## config.mk

```make
export PLATFORM = sky130hd
export DESIGN_NAME = graphics_painter
export DESIGN_NICKNAME = d
export VERILOG_FILES = /design/src/rtl/graphics_painter.sv
export SDC_FILE = /design/constraint.sdc
export NUM_CORES = 1
export LEC_CHECK = 0
export CELL_PAD_IN_SITES_DETAIL_PLACEMENT = 1
export CELL_PAD_IN_SITES_GLOBAL_PLACEMENT = 1
export CORE_UTILIZATION = 37
export CTS_CLUSTER_DIAMETER = 150
export DETAILED_ROUTE_END_ITERATION = 8
export GPL_TIMING_DRIVEN = 0
export PLACE_DENSITY_LB_ADDON = 0.1
export SETUP_SLACK_MARGIN = 0.5
export SLEW_MARGIN = 20
export SYNTH_ARGS = -nofsm -noshare
export SYNTH_HDL_FRONTEND = slang
export SYNTH_SLANG_ARGS = --single-unit
```

## constraint.sdc

```tcl
create_clock -name clk -period 2.29 [get_ports clk]
set_input_delay 0.687 -clock clk [delete_from_list [all_inputs] [get_ports clk]]
set_output_delay 0.687 -clock clk [all_outputs]
set_load 0.05 [all_outputs]
```

## src/rtl/graphics_painter.sv

```systemverilog
// Rectangle painter: solid fill or ROM blit into a 640x480 RGB444 framebuffer, one pixel per cycle.
// Build option GRAPHICS_PAINTER_CLIP_EN clamps the rectangle to the screen and skips empty rectangles.
module graphics_painter #(
  parameter int H_RES   = 640,
  parameter int V_RES   = 480,
  parameter int VRAM_AW = 19,
  parameter int ROM_AW  = 17
) (
  input  logic               clk,
  input  logic               rst_n,
  input  logic               gp_en,
  input  logic               gp_opcode,
  input  logic [9:0]         gp_tl_x,
  input  logic [8:0]         gp_tl_y,
  input  logic [9:0]         gp_br_x,
  input  logic [8:0]         gp_br_y,
  input  logic [11:0]        gp_arg,
  output logic               gp_finish,
  output logic               busy,
  output logic [ROM_AW-1:0]  rom_addr,
  input  logic [11:0]        rom_data,
  output logic               vram_we,
  output logic [VRAM_AW-1:0] vram_addr,
  output logic [11:0]        vram_data
);

`ifdef GRAPHICS_PAINTER_CLIP_EN
  localparam bit CLIP_EN = 1'b1;
`else
  localparam bit CLIP_EN = 1'b0;
`endif
  localparam logic [9:0] X_MAX = 10'(H_RES - 1);
  localparam logic [8:0] Y_MAX = 9'(V_RES - 1);

  typedef enum logic [2:0] {IDLE, LOAD, RUN, DRAIN, DONE} state_t;
  state_t state_reg, state_next;

  logic               op_reg;
  logic [9:0]         tl_x_reg, br_x_reg, x_reg;
  logic [8:0]         tl_y_reg, br_y_reg, y_reg;
  logic [11:0]        arg_reg;
  logic [VRAM_AW-1:0] row_base_reg;
  logic [ROM_AW-1:0]  rom_ptr_reg;
  logic               pend_reg;
  logic [VRAM_AW-1:0] pend_addr_reg;

  logic [9:0]         br_x_clip;
  logic [8:0]         br_y_clip;
  logic               empty_rect;
  logic               last_pixel;
  logic [VRAM_AW-1:0] pix_addr;

  // CLIP_EN is a constant, so the clamp logic folds away in the default build
  always_comb begin
    br_x_clip  = (CLIP_EN && (br_x_reg > X_MAX)) ? X_MAX : br_x_reg;
    br_y_clip  = (CLIP_EN && (br_y_reg > Y_MAX)) ? Y_MAX : br_y_reg;
    empty_rect = CLIP_EN && ((tl_x_reg > br_x_clip) || (tl_y_reg > br_y_clip));
  end

  assign last_pixel = (x_reg == br_x_reg) && (y_reg == br_y_reg);
  assign pix_addr   = row_base_reg + VRAM_AW'(x_reg);

  always_ff @(posedge clk or negedge rst_n) begin
    if (!rst_n) state_reg <= IDLE;
    else        state_reg <= state_next;
  end

  always_comb begin
    state_next = state_reg;
    case (state_reg)
      IDLE:    if (gp_en) state_next = LOAD;
      LOAD:    state_next = empty_rect ? DONE : RUN;
      RUN:     if (last_pixel) state_next = op_reg ? DRAIN : DONE;
      DRAIN:   state_next = DONE;
      DONE:    if (!gp_en) state_next = IDLE;
      default: state_next = IDLE;
    endcase
  end

  always_ff @(posedge clk or negedge rst_n) begin
    if (!rst_n) begin
      op_reg        <= 1'b0;
      tl_x_reg      <= '0;
      tl_y_reg      <= '0;
      br_x_reg      <= '0;
      br_y_reg      <= '0;
      arg_reg       <= '0;
      x_reg         <= '0;
      y_reg         <= '0;
      row_base_reg  <= '0;
      rom_ptr_reg   <= '0;
      pend_reg      <= 1'b0;
      pend_addr_reg <= '0;
    end else begin
      pend_reg <= 1'b0;
      case (state_reg)
        IDLE: begin
          if (gp_en) begin
            op_reg   <= gp_opcode;
            tl_x_reg <= gp_tl_x;
            tl_y_reg <= gp_tl_y;
            br_x_reg <= gp_br_x;
            br_y_reg <= gp_br_y;
            arg_reg  <= gp_arg;
          end
        end
        LOAD: begin
          br_x_reg     <= br_x_clip;
          br_y_reg     <= br_y_clip;
          x_reg        <= tl_x_reg;
          y_reg        <= tl_y_reg;
          row_base_reg <= VRAM_AW'(tl_y_reg) * VRAM_AW'(H_RES);
          rom_ptr_reg  <= ROM_AW'(arg_reg);
        end
        RUN: begin
          // blit writes trail their ROM read by one cycle
          pend_reg      <= op_reg;
          pend_addr_reg <= pix_addr;
          rom_ptr_reg   <= rom_ptr_reg + ROM_AW'(1);
          if (x_reg != br_x_reg) begin
            x_reg <= x_reg + 10'd1;
          end else if (!last_pixel) begin
            x_reg        <= tl_x_reg;
            y_reg        <= y_reg + 9'd1;
            row_base_reg <= row_base_reg + VRAM_AW'(H_RES);
          end
        end
        default: ;
      endcase
    end
  end

  always_comb begin
    vram_we   = 1'b0;
    vram_addr = '0;
    vram_data = '0;
    rom_addr  = '0;
    if (state_reg == RUN) begin
      if (op_reg) begin
        rom_addr = rom_ptr_reg;
      end else begin
        vram_we   = 1'b1;
        vram_addr = pix_addr;
        vram_data = arg_reg;
      end
    end
    if (pend_reg) begin
      vram_we   = 1'b1;
      vram_addr = pend_addr_reg;
      vram_data = rom_data;
    end
  end

  assign busy      = (state_reg == LOAD) || (state_reg == RUN);
  assign gp_finish = (state_reg == DONE) && gp_en;

endmodule

```

==> summary.txt <==
Final layout
  • Commonest non-fill, non-tap cell in the layout: dfrtp_1
  • Layout cells sized above 1: 0.506
  • Antenna cells: 0
  • Fin cells: around 1200
  • Final Util: 0.682
  • Most frequent cells in the layout: dfrtp_1, nand2_1, buf_4, clkdlybuf4s50_1, buf_8
  • # fillers: ~1700
  • Final net count: about 1000
  • Final instance area: around 12000 µm²
  • Largest register FFs: 19
  • Layout area overhead: 80.9%

STA
  • Setup WS post-layout: -0.766 ns
  • Setup_tns: -38.17 ns
  • RSZ-0062 raised after global routing: true
  • Setup-failing EPs final: 82
  • Hold slack: 0.141 ns
  • FMAX: roughly 330 MHz
  • Measured slew at the worst slew-check pin: about 0.51 ns
  • Final Hold Viols: 0
  • Fin crit period: around 3 ns
  • Final Skew: ~0.012 ns
  • Slew Limit Headroom: 0.663
  • Final Max Slew Viols: 0
  • Tcrit/Tclk final: 1.33

Worst setup path
  • Peak fanout along the critical path: 7
  • CP endpoint kind: output pin
  • CP Launch Type: flip-flop
  • WS Path Type: reg -> out
  • CP arrival: 2.37 ns
  • Crit path required time: around 1.6 ns

Logic synthesis
  • Synthesized Nets: between 700 and 800
  • Cell area after synthesis: roughly 6800 µm²
  • Cell taking the most area after synthesis: dfrtp_1
  • Synth Flop Type: dfrtp_1
  • Synth cell types: 60
  • Ranking of synthesized cells by area: dfrtp_1, mux2_2, nand2_1
  • FF+latch count, synth: between 100 and 150
  • Seq/Total Area, Yosys: 0.452
  • Post-Syn Instances: just under 700
  • Post-synth EDFFs: 0
  • Synth warn: 0
  • Post-synth top area share: 0.452
  • Post-synth ARST share: 1.00
  • Syn Area/Cell: 9.78 µm²

Power and ir drop
  • Pleak: about 5.4 nW
  • Maximum VDD drop: around 0.0011 V
  • Pwr dens: roughly 1800 nW/µm²
  • Power, Total: 22.1 mW

Clock tree
  • CTS Buf Count: 17
  • Clock root buffer: clkbuf_16
  • Clock sinks: around 120
  • Reg clk slew, reported paths: about 0.070 ns
  • Worst-case clock buffer depth: 2
  • Cts hold-fix bufs: 0
  • Clock latency on the worst-skew pair: roughly 0.45 ns
  • CTS tree: built
  • H-tree depth: 4

Placed design
  • PortBufs: around 120
  • Post-DP Area: about 9000 µm²
  • DP Worst Slack: -0.934 ns
  • Detailed Place HPWL: roughly 17 mm
  • Placed cell count: slightly above 1000
  • Final Wtd Congestion: 0.844

Floorplanning
  • Area of the core: 17900 µm²
  • IO Count: around 120
  • Floorplan row count: between 40 and 50
  • Die Y: ~140 µm
  • Die width: 137 µm
  • Starting density of the core: 0.377
  • Die ar.: between 15000 and 20000 µm²

Routing
  • DRT Pass-1 Iters: 8
  • Post-DR wirelength/cell: slightly above 30 µm
  • Post-route ant nets: 0
  • Routed via count: approximately 7500
  • DR DRC count: 0
  • Drt first-iter violations: 712
  • Final wirelength: approximately 36 mm
  • Vias per Instance: 6.28

Global routing
  • GRT Util Overall: 0.310
  • First-pass GRT wire length: about 43 mm
  • Vias in the first global route: roughly 7600
  • Initial antenna violation count: 0
  • Total grt overflow: 0
  • Largest net degree at the start of global routing: 72

Outcome
  • Failing checks: setup timing
  • Status: finished, violations left

Min path
  • Type of the worst min-delay path: in -> async

Run
  • Max cap viols: 0
cells in the mapped netlist, drive strengths merged (9+ instances only):
cell type,n
dfrtp,122
a22o,22
clkbuf,35
and3,29
inv,10
nor3,13
nand2,90
nor2,33
ha,21
mux2,52
a21oi,42
o21ai,56
xnor2,21
nand3,16
o22ai,9
xor2,13
power by group:
group	internal, mW	total, mW	switching [mW]
clock	1.62	2.85	1.23
sequential	3.22	4.66	1.44
combinational	6.92	14.6	7.65
total	11.8	22.1	10.3
area by class of cell:
type | count | area, µm² | share of cell area
Multi-Input combinational cell | 515 | 4780 | 0.391
Sequential cell | 122 | 3070 | 0.252
Timing Repair Buffer | 238 | 2770 | 0.227
Buffer | 43 | 677 | 0.0554
Clock buffer | 17 | 425 | 0.0348
Tap cell | 229 | 287 | 0.0235
Clock inverter | 15 | 164 | 0.0134
Inverter | 10 | 40.0 | 0.00328
critical path, stage by stage (launching register included):
cell and delay, ns:
dfrtp_2 0.45, ha_4 0.28, a21o_1 0.19, a21oi_4 0.08, buf_12 0.15, nor2_4 0.17, nand2_2 0.10, xor2_2 0.18
o21ai_4 0.15, buf_6 0.17
kinds of logic after synthesis:
| family | synth area share |
|---|---|
| muxes | 0.0912 |
| adders and majority gates | 0.0419 |
| DFF | 0.452 |
| buffers and inverters | 0.0339 |
| xor gates and xnor gates | 0.0441 |
| AOI/OAI and AO/OA | 0.169 |
| and+or+nand+nor | 0.167 |
repair_timing:
| action | CTS | global route |
|---|---|---|
| endpoints found under the setup margin | 163 | 170 |
| pin swaps | 37 | 43 |
| buffers inserted | 64 | 41 |
| gates resized for setup | 544 | 174 |
| cloned | 10 | 6 |
final timing paths:
| path | depth (start not counted) | endpoint | slack, ns | start |
|---|---|---|---|---|
| setup / recovery | 9 | vram_addr[14] | -0.77 | row_base_reg[8] |
| hold / removal | 1 | state_reg[1] | 0.14 | rst_n |
| setup reg to reg | 10 | row_base_reg[18] | -0.55 | x_reg[7] |
| hold reg to reg | 2 | pend_addr_reg[11] | 0.49 | pend_addr_reg[11] |
| max in group asynchronous | 2 | tl_y_reg[3] | 1.39 | rst_n |
| min in group clk | 2 | pend_addr_reg[11] | 0.49 | pend_addr_reg[11] |
routing by layer:
layer  track usage  part of all wire  up-vias  wire length [µm]
met5             0                 0        -                 0
met4         0.151             0.053        0              1890
met3        0.0578             0.056      138              2000
met2         0.548              0.51      409             18300
met1         0.358              0.38     3888             13800
li1              -                 -     3028                 -
(Power assumes the default switching activity.)
